--- src/rtl/fifo_wr_arbiter.sv ---
// Write-port arbiter for a single fifo: round-robin grant per word with optional burst lock.
// Grants are combinational so that a word reaches the fifo in the same cycle it is granted.

module fifo_wr_arbiter_chk #(
    parameter int NREQ = 4
) (
    input logic            clk,
    input logic            rst,
    input logic [NREQ-1:0] req,
    input logic [NREQ-1:0] gnt,
    input logic            fifo_w,
    input logic            fifo_full
);

    a_gnt_onehot0 : assert property (@(posedge clk) disable iff (rst) $onehot0(gnt));
    a_w_matches_gnt : assert property (@(posedge clk) disable iff (rst) fifo_w == (|gnt));
    a_gnt_needs_req : assert property (@(posedge clk) disable iff (rst) (gnt & ~req) == '0);
    a_full_blocks : assert property (@(posedge clk) disable iff (rst) fifo_full |-> (gnt == '0));

endmodule

module fifo_wr_arbiter #(
    parameter int WIDTH     = 8,
    parameter int NREQ      = 4,
    parameter int MAX_BURST = 8,
    localparam int IDX_W    = $clog2(NREQ),
    localparam int CNT_W    = $clog2(MAX_BURST + 1)
) (
    input  logic                  clk,
    input  logic                  rst,
    input  logic [NREQ-1:0]       req,
    input  logic [NREQ-1:0]       lock,
    input  logic [NREQ*WIDTH-1:0] din,
    output logic [NREQ-1:0]       gnt,
    output logic [WIDTH-1:0]      fifo_din,
    output logic                  fifo_w,
    input  logic                  fifo_full,
    output logic                  locked,
    output logic [IDX_W-1:0]      owner
);

    typedef enum logic [0:0] {
        ST_IDLE   = 1'b0,
        ST_LOCKED = 1'b1
    } state_t;

    state_t             state_r;
    state_t             state_s;
    logic [IDX_W-1:0]   prio_r;
    logic [IDX_W-1:0]   prio_s;
    logic [IDX_W-1:0]   owner_r;
    logic [IDX_W-1:0]   owner_s;
    logic [CNT_W-1:0]   cnt_r;
    logic [CNT_W-1:0]   cnt_s;
    logic [CNT_W-1:0]   cnt_inc_s;
    logic [NREQ-1:0]    gnt_s;
    logic [WIDTH-1:0]   fifo_din_s;
    logic [IDX_W-1:0]   scan_idx_s;
    logic [IDX_W-1:0]   win_idx_s;
    logic               win_found_s;

    // (base + k) mod NREQ without relying on NREQ being a power of two
    function automatic logic [IDX_W-1:0] wrap_add(input logic [IDX_W-1:0] base, input int k);
        int s;
        s = int'(base) + k;
        if (s >= NREQ) begin
            s = s - NREQ;
        end else begin
            s = s;
        end
        return IDX_W'(s);
    endfunction

    // Round-robin scan starting at the current priority index
    always_comb begin
        win_found_s = 1'b0;
        win_idx_s   = '0;
        scan_idx_s  = '0;
        for (int k = 0; k < NREQ; k++) begin
            scan_idx_s = wrap_add(prio_r, k);
            if (!win_found_s && req[scan_idx_s]) begin
                win_found_s = 1'b1;
                win_idx_s   = scan_idx_s;
            end else begin
                win_found_s = win_found_s;
            end
        end
    end

    // Grant selection and next-state logic for the IDLE/LOCKED machine
    always_comb begin
        state_s   = state_r;
        prio_s    = prio_r;
        owner_s   = owner_r;
        cnt_s     = cnt_r;
        gnt_s     = '0;
        cnt_inc_s = cnt_r + CNT_W'(1);
        if (rst || fifo_full) begin
            gnt_s = '0;
        end else begin
            case (state_r)
                ST_IDLE: begin
                    if (win_found_s) begin
                        gnt_s[win_idx_s] = 1'b1;
                        if (lock[win_idx_s] && (MAX_BURST > 1)) begin
                            state_s = ST_LOCKED;
                            owner_s = win_idx_s;
                            cnt_s   = CNT_W'(1);
                        end else begin
                            prio_s = wrap_add(win_idx_s, 1);
                        end
                    end else begin
                        gnt_s = '0;
                    end
                end
                ST_LOCKED: begin
                    if (req[owner_r]) begin
                        gnt_s[owner_r] = 1'b1;
                        if (!lock[owner_r] || (cnt_inc_s == CNT_W'(MAX_BURST))) begin
                            state_s = ST_IDLE;
                            prio_s  = wrap_add(owner_r, 1);
                            owner_s = '0;
                            cnt_s   = '0;
                        end else begin
                            cnt_s = cnt_inc_s;
                        end
                    end else if (!lock[owner_r]) begin
                        // owner went quiet and gave up the lock: release without a transfer
                        state_s = ST_IDLE;
                        prio_s  = wrap_add(owner_r, 1);
                        owner_s = '0;
                        cnt_s   = '0;
                    end else begin
                        gnt_s = '0;
                    end
                end
                default: begin
                    state_s = ST_IDLE;
                    prio_s  = '0;
                    owner_s = '0;
                    cnt_s   = '0;
                    gnt_s   = '0;
                end
            endcase
        end
    end

    // Data mux from the granted requester slice to the fifo
    always_comb begin
        fifo_din_s = '0;
        for (int i = 0; i < NREQ; i++) begin
            if (gnt_s[i]) begin
                fifo_din_s = din[i*WIDTH +: WIDTH];
            end else begin
                fifo_din_s = fifo_din_s;
            end
        end
    end

    // Arbitration state registers; a full fifo freezes everything
    always_ff @(posedge clk) begin
        if (rst) begin
            state_r <= ST_IDLE;
            prio_r  <= '0;
            owner_r <= '0;
            cnt_r   <= '0;
        end else if (!fifo_full) begin
            state_r <= state_s;
            prio_r  <= prio_s;
            owner_r <= owner_s;
            cnt_r   <= cnt_s;
        end else begin
            state_r <= state_r;
            prio_r  <= prio_r;
            owner_r <= owner_r;
            cnt_r   <= cnt_r;
        end
    end

    assign gnt      = gnt_s;
    assign fifo_w   = |gnt_s;
    assign fifo_din = fifo_din_s;
    assign locked   = (state_r == ST_LOCKED) && !rst;
    assign owner    = rst ? '0 : owner_r;

    fifo_wr_arbiter_chk #(
        .NREQ (NREQ)
    ) u_chk (
        .clk       (clk),
        .rst       (rst),
        .req       (req),
        .gnt       (gnt),
        .fifo_w    (fifo_w),
        .fifo_full (fifo_full)
    );

endmodule

--- config.mk ---
export PLATFORM = sky130hd
export DESIGN_NAME = fifo_wr_arbiter
export DESIGN_NICKNAME = d
export VERILOG_FILES = /design/src/rtl/fifo_wr_arbiter.sv
export SDC_FILE = /design/constraint.sdc
export NUM_CORES = 1
export LEC_CHECK = 0
export ABC_AREA = 1
export BUFFER_PORTS_ARGS = -buffer_cell sky130_fd_sc_hd__buf_2
export CAP_MARGIN = 25
export CORE_UTILIZATION = 48
export DETAILED_ROUTE_END_ITERATION = 6
export GPL_ROUTABILITY_DRIVEN = 0
export PLACE_DENSITY = 0.86
export SKIP_LAST_GASP = 1
export SYNTH_ARGS = -nofsm -noshare
export SYNTH_HDL_FRONTEND = slang
export SYNTH_SLANG_ARGS = --single-unit
--- constraint.sdc ---
create_clock -name clk -period 2.43 [get_ports clk]
set_input_delay 0.3645 -clock clk [delete_from_list [all_inputs] [get_ports clk]]
set_output_delay 0.3645 -clock clk [all_outputs]
set_load 0.03 [all_outputs]
After elaboration in Yosys (flattened, before gate mapping)

Index checks and enable logic that the tools add are counted.

$add $sub $neg: 12
Magnitude comparators: 14
Equal/unequal tests: 6
Muxes and demuxes: 65
Bitwise logic cells: 3
Reductions and logical operators: 18

Operators by type and width:

| cell                  | count |
|---|---|
| $mux W2               | 21 |
| $mux W4               | 8 |
| $mux W8               | 4 |
| $lt A2 B3 Y1 const B  | 6 |
| $mux W1               | 18 |
| $pmux W4 S2           | 2 |
| $ge A3 B3 Y1 const B  | 5 |
| $bmux W1 S2           | 7 |
| $reduce_and A6 Y1     | 2 |
| $sub A2 B1 Y2 const B | 6 |
| $add A2 B1 Y3 const B | 3 |
| $pmux W2 S2           | 2 |
| $add A2 B2 Y3 const B | 2 |
| $logic_and A1 B1 Y1   | 6 |
| $ne A2 B2 Y1 const B  | 3 |
| $logic_not A1 Y1      | 5 |
| $reduce_and A5 Y1     | 1 |
| $add A4 B1 Y4 const B | 1 |
| $demux W1 S2          | 2 |
| $eq A4 B4 Y1 const B  | 1 |
| $ge A2 B1 Y1 const B  | 2 |
| $reduce_or A4 Y1      | 1 |
| $ge A2 B3 Y1 const B  | 1 |
| $ne A3 B2 Y1 const B  | 1 |
| other kinds (5)       | 8 |

Flip-flop bits (word level): 9
Bits of input ports: 43
Output and inout bits: 16
Word-level logic and storage cells: 122

Logic depth before layout (Yosys ltp)

Gate-level depths: netlist (run 1).

Word-level depth: 25
Gate-level depth with buffers: 18
Gate-level depth less buffers: 17

Least setup slack after synthesis (run 1)

OpenSTA, ideal clock, no wires.

Path kind: register to output
From: register prio_r[0]
To: output port fifo_din[0]
Arrival time: 1.921 ns
Data required time: 2.066 ns
Slack: 0.145 ns
Cell stages (with the launch flop): 15
Path buffers: 1
Cell sequence: dfxtp_1 -> buf_6 -> inv_8 -> nand2_2 -> nand3_1 -> nand2_2 -> nor2_8 -> nand3_1 -> nand3_2 -> nand2_4 -> o21ai_1 -> nand3_1 -> inv_2 -> nand2_1 -> nand4_1

Elaborated cells on any way between the ends: 49
Those cells by class: add/sub: 7; order compare: 6; mux: 29; reduce/logical: 7

RTL lines:

| what                                                                   | RTL line | RTL |
|---|---|---|
| from (decl)                                                            | 49       | `logic [IDX_W-1:0] prio_r;` |
| from (signal assigned)                                                 | 169      | `prio_r <= prio_s;` |
| from (signal assigned)                                                 | 174      | `prio_r <= prio_r;` |
| parallel branches: the longest is 18 deep, another holds $add A2 B1 Y3 | n/a      |  |
| $mux W4 *                                                              | 103      | `if (win_found_s) begin` |
| $pmux W4 S2 *                                                          | 101      | `case (state_r)` |
| $mux W4 *                                                              | 98       | `if (rst \|\| fifo_full) begin` |
| via gnt[2]                                                             | 34       | `output logic [NREQ-1:0] gnt,` |
| $mux W8 * (2 in a row)                                                 | 152      | `if (gnt_s[i]) begin` |
| to (decl)                                                              | 35       | `output logic [WIDTH-1:0] fifo_din,` |

Mark *: on every way through the listed nets, which the timed path passes. The select of a mux whose other input is x is not followed.

Worst setup path in the final report (run 1)

From: register owner_r[0]
To: output port fifo_w

Cells in the longest elaborated chain, start to end: 8
Elaborated cells on any way between the ends: 11
Those cells by class: order compare: 2; mux: 7; reduce/logical: 2

RTL lines:

| what                                                               | RTL line | RTL |
|---|---|---|
| from (decl)                                                        | 51       | `logic [IDX_W-1:0] owner_r;` |
| from (signal assigned)                                             | 170      | `owner_r <= owner_s;` |
| from (signal assigned)                                             | 175      | `owner_r <= owner_r;` |
| $lt A2 B3 Y1 (implied by the code) or $ge A2 B1 Y1 (tied branches) | 118      | `gnt_s[owner_r] = 1'b1;` |
| $logic_and A1 B1 Y1 (implied by the code)                          | 118      |  |
| $mux W1 (implied by the code)                                      | 118      |  |
| $demux W1 S2                                                       | 118      |  |
| $mux W4 *                                                          | 117      | `if (req[owner_r]) begin` |
| $pmux W4 S2 *                                                      | 101      |  |
| $mux W4 *                                                          | 98       |  |
| $reduce_or A4 Y1 *                                                 | 181      | `assign fifo_w = \|gnt_s;` |
| to (decl)                                                          | 36       | `output logic fifo_w,` |

Mark *: on every way between the ends. The rest lies on a longest branch, timed or not. The select of a mux whose other input is x is not followed.

==> impl_metrics.ini, run 1 <==
[clock_network]
ctsHoldBuffers = 0
clkSinkCount = 9
cts_tree = built
clockBufferDepth = 2
cts.htree.levels = 1
path_clk_slew_ns = 0.06
worstSkewPairLatency_ns = 0.27
cts_buffers = 3
cts_root_buffer = clkbuf_4

[synthesis]
synth_top_area_frac = 0.193
syn_nets = 281
synth_top_area_cell = nand2_1
syn_inst = 236
yosys_warnings = 0
synth.yosys.seq_area_share = 0.129
syn-mean-instance-area_sq_um = 5.93
synth_seq_cells = 9
ys_types = 27
syn_area_sq_um = 1400
ys_top_cells_by_area = nand2_1, dfxtp_1, nand3_1, nand4_1, nand2_2

[worst_setup_path]
endpoint = fifo_w
arrival_ns = 2.39
path_max_fanout = 5
startpoint_type = register
worst_r2r_path_depth = 12
critPathKind = register to output pin
required_ns = 2.07
r2r-end = prio_r[0]
worstSetupStartpoint = owner_r[0]
end_kind = output pin
worstReg2RegStart = owner_r[0]
r2r_slack_ns = 0.22

[timing]
setup_viol = 13
relSlewSlack = 0.684
grt_setup_unrepaired = yes
max_freq_ghz = 0.364
finClkSkew_ns = 0.00811
slew_viol_final = 0
period_needed_ns = 2.75
timing.final.ws_setup_ns = -0.320
worst_pin_slew_ns = 0.473
fin_setup_tns_ns = -3.19
hold_viol_final = 0
fin_crit_sh = 1.13

[finish]
seq_area_sq_um = 185
final_nets = 364
stdcell_count = 349
final_cell_mix = nand2_1, buf_2, nand4_1
final_common_cell = nand2_1
syn2layout_area_growth_pct = 59.1
n_antenna_cell = 0
stdcell_area_sq_um = 2230
fill_cells = 172
multi_input_area_sq_um = 1290
final_layout_size_suffix_gt1_frac = 0.506

[hold_path]
hold_class = input pin to register

[routing]
top_layer = met4
ant_nets = 0
drt_wl_total_um = 6060
wl_met3_um = 611
drc = 0
wl_per_cell_um = 17.3
vias = 2169
wl_met2_um = 2850
via_per_inst = 6.21
first_iter_violations = 306
wl_met1_um = 2200
drtPass1Iterations = 7

[power]
total_power_uw = 2280
p_leak_uw = 0.00110
p_per_area_nw_per_um2 = 1020
ir_drop_uv = 807

[place]
dpl_cell_area_sq_um = 1780
port-buffer-count = 58
placed_cells = 330
dpl.hpwl_um = 3160

[global_route]
grt_first_pass_wirelength_um = 8200
gr-total-overflow = 0
antenna_found_initial = 0
grt_pass1_vias = 1910
global_route.usage.total = 0.322
grt_max_degree = 12

[die]
die_w_um = 56.0
io_pins = 59
core-area_sq_um = 2760
die_area_sq_um = 3140
initial_core_util = 0.508
rows = 19
die_h_um = 56.0

[run_status]
violations = negative setup slack
status = complete, but fails checks

[job]
maxCapViolCount = 0
==> kinds of logic after synthesis <==
| family | after synthesis | share of synthesized area |
|---|---|---|
| buf+inv | 35 | 0.106 |
| xor+xnor | 3 | 0.0188 |
| flops | 9 | 0.129 |
| simple gates | 172 | 0.643 |
| compound gates | 15 | 0.0849 |
| fa+ha+maj | 2 | 0.0179 |
==> worst min-delay path by stage <==
stage             start  endpoint  slack (ns)  depth (start not counted)
6_report            rst  cnt_r[2]        0.41                          2
5_1_grt             rst  cnt_r[2]        0.41                          2
4_1_cts             rst  cnt_r[2]        0.40                          2
3_5_place_dp   cnt_r[1]  cnt_r[1]        0.53                          2
3_3_place_gp   cnt_r[1]  cnt_r[1]        0.50                          2
2_1_floorplan  cnt_r[0]  cnt_r[0]        0.48                          2
==> stage by stage <==
| stage | setup WS [ns] | util | hold WS [ns] |
|---|---|---|---|
| final | -0.320 | 0.808 | 0.406 |
| after global routing | -0.431 | 0.808 | 0.412 |
| after CTS | -0.140 | 0.747 | 0.399 |
| after detailed placement | -0.0474 | 0.645 | 0.527 |
| after global placement | 0.0488 | 0.645 | 0.503 |
| after floorplan | 0.145 | - | 0.480 |
==> cells in the mapped netlist <==
cell type,n
a21oi_1,3
buf_6,1
clkbuf_1,4
dfxtp_1,9
ha_1,2
inv_1,18
inv_2,10
inv_4,1
inv_8,1
nand2_1,72
nand2_2,15
nand2_4,2
nand3_1,31
nand3_2,4
nand3_4,4
nand4_1,21
nor2_1,20
nor2_2,1
nor2_8,1
nor3_4,1
o21ai_0,2
o21ai_1,3
o21ai_2,3
o22ai_1,2
o22ai_4,2
xnor2_1,1
xor2_1,2
==> worst max-delay path, stage by stage, from the launching register on <==
cell,delay [ns]
dfxtp_1,0.38
nor2_1,0.25
inv_1,0.12
o22ai_1,0.19
nor2_1,0.09
o21ai_2,0.11
nand2_2,0.22
o22ai_4,0.35
nand2_2,0.13
nand4_1,0.12
buf_6,0.14
==> registers in the layout, summed over array words and instances (netlist names) <==
| signal | flops |
|---|---|
| cnt_r | 4 |
| prio_r | 2 |
| state_r | 1 |
| owner_r | 2 |
==> routing by layer <==
| metal | track usage | vias to the layer above |
|---|---|---|
| met5 | 0 | - |
| met4 | 0.185 | 0 |
| met3 | 0.0349 | 57 |
| met2 | 0.551 | 182 |
| met1 | 0.388 | 969 |
| li1 | - | 961 |
==> where the power goes <==
| part | switching, uW | leakage [uW] | internal (uW) |
|---|---|---|---|
| Clock | 54.2 | 0.0000150 | 63.4 |
| Combinational | 1220 | 0.00101 | 718 |
| Sequential | 45.6 | 0.0000748 | 182 |
==> layout make-up <==
| type | instances | area share |
|---|---|---|
| clock buffers | 4 | 0.0118 |
| inverters | 30 | 0.0584 |
| multi-input cells | 194 | 0.581 |
| flip-flops and latches | 9 | 0.0831 |
| well taps | 31 | 0.0174 |
| repair buffers | 79 | 0.241 |
| repair inverters | 2 | 0.00674 |
==> timing repair <==
item,CTS,global route
pin swaps,20,15
endpoints found under the setup margin,13,13
gates cloned,3,1
setup buffers,6,5
resized for setup,50,30
Power figures use the tool's default switching activity.
==> run 2: changes to the inputs <==
ABC_AREA = default   (was 1)
CORE_UTILIZATION = 44   (was 48)
PLACE_DENSITY = 0.85   (was 0.86)
==> run 2 against run 1 <==
Net effect:
- via count is 27% lower
- hold slack better by 0.041 ns
- critical path depth is 2 lower
- cell count is 28% lower
- the run still ends with negative setup slack left
- critical endpoint is now fifo_din[3]
- synthesized cell count is 38% lower
- die area is 14% lower
- clock power hardly changed
- global-route usage is 0.87 points higher
- non-clock buffer count is 1 higher
- largest cell class unchanged
==> impl_metrics.ini, run 2 <==
[run_status]
status = complete, but fails checks
violations = negative setup slack

[worst_setup_path]
endpoint = fifo_din[3]
slowest_delay_ns = 0.43
worstReg2RegStart = prio_r[0]
slowest_stage = a221oi_1
critPathKind = register to output pin
cp_cell_sequence = and2b_2, nor2_1, o22a_1, o32ai_2, and2_4, a221oi_1, o2bb2ai_2, buf_6
worst_r2r_path_depth = 9
r2r-end = owner_r[0]
required_ns = 2.07
startpoint_type = register
end_kind = output pin
r2r_slack_ns = 0.07
worstSetupStartpoint = prio_r[0]
arrival_ns = 2.19
path_max_fanout = 5

[die]
core-area_sq_um = 2280
die_h_um = 51.9
die_area_sq_um = 2690
die_w_um = 51.9
initial_core_util = 0.480
rows = 17
io_pins = 59

[routing]
drc = 0
vias = 1582
via_per_inst = 6.30
ant_nets = 0
drt_wl_total_um = 4660
first_iter_violations = 106
drtPass1Iterations = 7
wl_per_cell_um = 18.6

[power]
total_power_uw = 762
p_per_area_nw_per_um2 = 424
ir_drop_uv = 408
p_leak_uw = 0.000784

[timing]
relSlewSlack = 0.629
worst_pin_slew_ns = 0.556
fin_setup_tns_ns = -0.995
finClkSkew_ns = 0.00566
slew_viol_final = 0
grt_setup_unrepaired = yes
setup_viol = 10
timing.final.ws_setup_ns = -0.127
fin_crit_sh = 1.05
period_needed_ns = 2.56
hold_viol_final = 0
max_freq_ghz = 0.391

[clock_network]
clockBufferDepth = 2
ctsHoldBuffers = 0
cts_tree = built
path_clk_slew_ns = 0.06
worstSkewPairLatency_ns = 0.27
clkSinkCount = 9
cts_root_buffer = clkbuf_4
cts_buffers = 3
cts.htree.levels = 1

[synthesis]
synth_flop_cell = dfxtp_1
synth_top_area_frac = 0.165
yosys_warnings = 0
ys_top_cells_by_count = nor2_1, nand2_1, dfxtp_1, nand2b_1, o2bb2ai_1
synthArstFlopShare = 0
syn_inst = 147
ys_top_cells_by_area = dfxtp_1, o2bb2ai_1, a221oi_1, nor2_1, nand2b_1
syn-mean-instance-area_sq_um = 7.44
ys_types = 45
post-synth-top-count-cell = nor2_1
synth-edff-count = 0
syn_area_sq_um = 1090
synth_seq_cells = 9
synth.yosys.seq_area_share = 0.165
synth_top_area_cell = dfxtp_1
syn_nets = 192

[finish]
final_nets = 269
regMostFlops = cnt_r
largestRegisters = cnt_r (4), owner_r (2), prio_r (2)
fill_cells = 145
stdcell_count = 251
n_antenna_cell = 0
final_cell_mix = buf_2, buf_4, nor2_1
final_common_cell = buf_2
largest_reg_flops = 4
syn2layout_area_growth_pct = 64.4
final_layout_size_suffix_gt1_frac = 0.511

[hold_path]
hold_class = input pin to register

[place]
dpl.hpwl_um = 2870
placed_cells = 242
port-buffer-count = 58
place_ws_ns = -0.0738

[job]
maxCapViolCount = 0

[global_route]
grt_first_pass_wirelength_um = 6440
antenna_found_initial = 0
grt_pass1_vias = 1379
global_route.usage.total = 0.331
grt_max_degree = 15
gr-total-overflow = 0
-- run 2: per-stage QoR --
step	instance area (sq um)	util	hold slack, ns
global route	1800	0.790	0.434
finish	1800	0.790	0.447
floorplan	1150	-	0.481
detailed placement	1580	0.694	0.508
global placement	1580	0.694	0.489
CTS	1770	0.778	0.425
-- run 2: cell type report --
cell class              count  area, sq um  share of cell area
clock buffers               4         26.3              0.0146
inverters                   6         23.8              0.0132
multi-input cells         124         1000               0.557
flip-flops and latches      9          183               0.102
well taps                  28         35.0              0.0195
repair buffers             80          529               0.294
-- run 2: worst min path at each step --
| stage | endpoint | cells after the start | slack, ns | start |
|---|---|---|---|---|
| 6_report | state_r | 2 | 0.45 | fifo_full |
| 5_1_grt | state_r | 2 | 0.43 | fifo_full |
| 4_1_cts | state_r | 2 | 0.43 | fifo_full |
| 3_5_place_dp | cnt_r[3] | 2 | 0.51 | cnt_r[3] |
| 3_3_place_gp | cnt_r[3] | 2 | 0.49 | cnt_r[3] |
| 2_1_floorplan | prio_r[0] | 2 | 0.48 | prio_r[0] |
-- run 2: worst max-delay path: cells and delay by family (launching register included) --
family | cells | cell delay [ns]
compound gates | 4 | 0.88
buf+inv | 1 | 0.15
simple gates | 3 | 0.56
flops | 1 | 0.35
-- run 2: routing by layer --
layer | track usage | vias to the layer above | share of wire
met1 | 0.400 | 732 | 0.37
met2 | 0.553 | 101 | 0.50
met4 | 0.153 | 0 | 0.047
met3 | 0.0673 | 30 | 0.080
li1 | - | 719 | -
met5 | 0 | - | 0
-- run 2: repair_timing --
item	in CTS	in global routing
pin swaps	3	5
gates cloned	1	0
setup endpoints to repair	11	15
gates resized for setup	33	10
setup buffers	4	1
-- run 2: report_power, final --
| part | internal (uW) | leakage (uW) | total [uW] | switching, uW |
|---|---|---|---|---|
| Combinational | 220 | 0.000695 | 460 | 240 |
| Sequential | 160 | 0.0000740 | 183 | 23.0 |
| Clock | 63.5 | 0.0000150 | 119 | 55.6 |
| Total | 444 | 0.000784 | 762 | 318 |
-- run 2: kinds of logic (layout without fill, tap and decap cells) --
logic type	Yosys count	count (layout)	share of synthesized area
AOI/OAI and AO/OA	49	49	0.348
DFF	9	9	0.165
buffers and inverters	15	90	0.0618
muxes	7	7	0.0801
and+or+nand+nor	62	63	0.299
adders and majority gates	2	2	0.0229
xor gates and xnor gates	3	3	0.0240
==> run 3: changes to the inputs <==
--- a/config.mk
+++ b/config.mk
@@ -10,2 +10,3 @@
 export CORE_UTILIZATION = 44
+export CTS_CLUSTER_DIAMETER = 40
 export DETAILED_ROUTE_END_ITERATION = 6
--- a/constraint.sdc
+++ b/constraint.sdc
@@ -3,2 +3,2 @@
 set_output_delay 0.3645 -clock clk [all_outputs]
-set_load 0.03 [all_outputs]
+set_load 0.01 [all_outputs]
==> run 3 against run 2 <==
Net effect:
- the run still ends with negative setup slack left
- hold slack worse by 0.011 ns
- clock-buffer cell count stayed put
- largest cell class unchanged
- global-route usage is 5.8 points lower
- critical path type unchanged
- maximum frequency is 1.3% higher
- clock power is 5% higher
- utilization is 9.1 points lower
- cell area is 11% lower
- setup slack better by 0.034 ns
- routed wire length is 19% lower
- first-iteration DRC count is 44% lower
- power is 14% lower
==> impl_metrics.ini, run 3 (same netlist as run 2, synthesis figures left out) <==
[global_route]
met2_usage = 0.449
grt_pass1_vias = 1250
grt_util_met3 = 0.0673
grt_first_pass_wirelength_um = 5530
global_route.usage.total = 0.273
grt_use_met1 = 0.342
gr-max-usage-layer = met2
grt_max_degree = 15
gr-total-overflow = 0
antenna_found_initial = 0

[timing]
grt_setup_unrepaired = yes
hold_viol_final = 0
fin_crit_sh = 1.04
relSlewSlack = 0.607
setup_viol = 9
worst_pin_slew_ns = 0.584
hold_ws_ns = 0.436
max_freq_ghz = 0.396
finClkSkew_ns = 0.00431
slew_viol_final = 0
period_needed_ns = 2.52
timing.final.ws_setup_ns = -0.0935

[worst_setup_path]
critPathKind = register to output pin
arrival_ns = 2.16
cp_cell_sequence = and2b_2, nor3b_4, o22ai_4, o32ai_2, and2_4, a221oi_1, o2bb2ai_1, buf_2
worst_r2r_path_depth = 9
r2r_slack_ns = 0.05
path_max_fanout = 5
slowest_delay_ns = 0.35
end_kind = output pin
required_ns = 2.07
slowest_stage = dfxtp_2
startpoint_type = register

[place]
place_ws_ns = -0.0610
placed_cells = 236
dpl.hpwl_um = 2760
port-buffer-count = 58

[finish]
fill_cells = 187
final_cell_mix = buf_2, nor2_1, buf_4
final_nets = 264
final_common_cell = buf_2
regMostFlops = cnt_r
largest_reg_flops = 4
syn2layout_area_growth_pct = 45.5
n_antenna_cell = 0
stdcell_count = 246
final_layout_size_suffix_gt1_frac = 0.436
seq_area_sq_um = 181
multi_input_area_sq_um = 916
largestRegisters = cnt_r (4), owner_r (2), prio_r (2)

[die]
rows = 17
core-area_sq_um = 2280
initial_core_util = 0.480
die_w_um = 51.9
die_area_sq_um = 2690
die_h_um = 51.9
io_pins = 59

[power]
internal_power_uw = 399
switching_power_uw = 258
total_power_uw = 657
p_leak_uw = 0.000718
p_seq_frac = 0.274
switching_share = 0.393
combPwrFrac = 0.536
p_per_area_nw_per_um2 = 413
power_frac_clock = 0.190
ir_drop_uv = 329

[clock_network]
cts_root_buffer = clkbuf_4
worstSkewPairLatency_ns = 0.27
cts_buffers = 3
clockBufferDepth = 2
clkSinkCount = 9
cts_tree = built
cts.htree.levels = 1
path_clk_slew_ns = 0.06

[routing]
ant_nets = 0
wl_per_cell_um = 15.4
drt_wl_total_um = 3790
drc = 0
drtPass1Iterations = 4
vias = 1454
via_per_inst = 5.91
first_iter_violations = 59

[job]
maxCapViolCount = 0

[hold_path]
hold_class = input pin to register
hold_depth = 2

[run_status]
status = complete, but fails checks
violations = negative setup slack
[run 3: cell types whose count changed in the layout (fill, tap and decap cells not counted), moves of 2 or more]
| cell | previous run | this run |
|---|---|---|
| buf_6 | 11 | 0 |
| buf_2 | 48 | 58 |
| o2bb2ai_1 | 1 | 9 |
| o2bb2ai_2 | 6 | 0 |
| buf_4 | 20 | 16 |
| a221oi_1 | 4 | 6 |
| a221oi_2 | 4 | 2 |
| o2bb2ai_4 | 2 | 0 |
[run 3: metrics by stage]
| stage | setup TNS [ns] | area, sq um | util |
|---|---|---|---|
| 6_report | -0.443 | 1590 | 0.699 |
| 5_1_grt | -1.12 | 1590 | 0.699 |
| 4_1_cts | -0.137 | 1530 | 0.672 |
| 3_5_place_dp | -0.234 | 1460 | 0.643 |
| 3_3_place_gp | 0 | 1460 | 0.643 |
| 2_1_floorplan | 0 | 1090 | - |
[run 3: critical path: cells and delay by family (launching register included)]
| family | cells | cell delay, ns |
|---|---|---|
| AO/OA/AOI/OAI | 4 | 0.65 |
| AND/OR/NAND/NOR | 3 | 0.72 |
| buffers and inverters | 1 | 0.16 |
| flip-flops | 1 | 0.35 |
[run 3: per-layer routing]
metal / share of wire / vias to the layer above
met2: 0.50 / 56
met5: 0 / -
met4: 0.015 / 0
li1: - / 712
met3: 0.055 / 11
met1: 0.43 / 675
[run 3: final timing paths]
| kind | start | endpoint |
|---|---|---|
| setup / recovery | prio_r[0] | fifo_din[6] |
| hold / removal | fifo_full | state_r |
| setup reg to reg | prio_r[0] | owner_r[0] |
| hold reg to reg | prio_r[0] | prio_r[0] |
[run 3: what timing repair did]
item	CTS	global route
setup buffers	2	2
gates resized for setup	8	8
setup endpoints to repair	10	13
pin swaps	0	6
hold buffers	0	0
gates cloned	1	1
[run 3: power groups by stage]
| stage | Combinational [uW] | Sequential (uW) | Clock, uW |
|---|---|---|---|
| after floorplan | 197 | 168 | 0 |
| after global placement | 293 | 180 | 0 |
| after detailed placement | 302 | 181 | 0 |
| after CTS | 322 | 178 | 128 |
| after global routing | 378 | 182 | 135 |
| final | 352 | 180 | 125 |
[run 3: layout make-up]
cell class	count	area share
multi-input cells	125	0.575
repair buffers	74	0.258
well taps	28	0.0220
flip-flops and latches	9	0.114
clock buffers	4	0.0165
inverters	6	0.0142
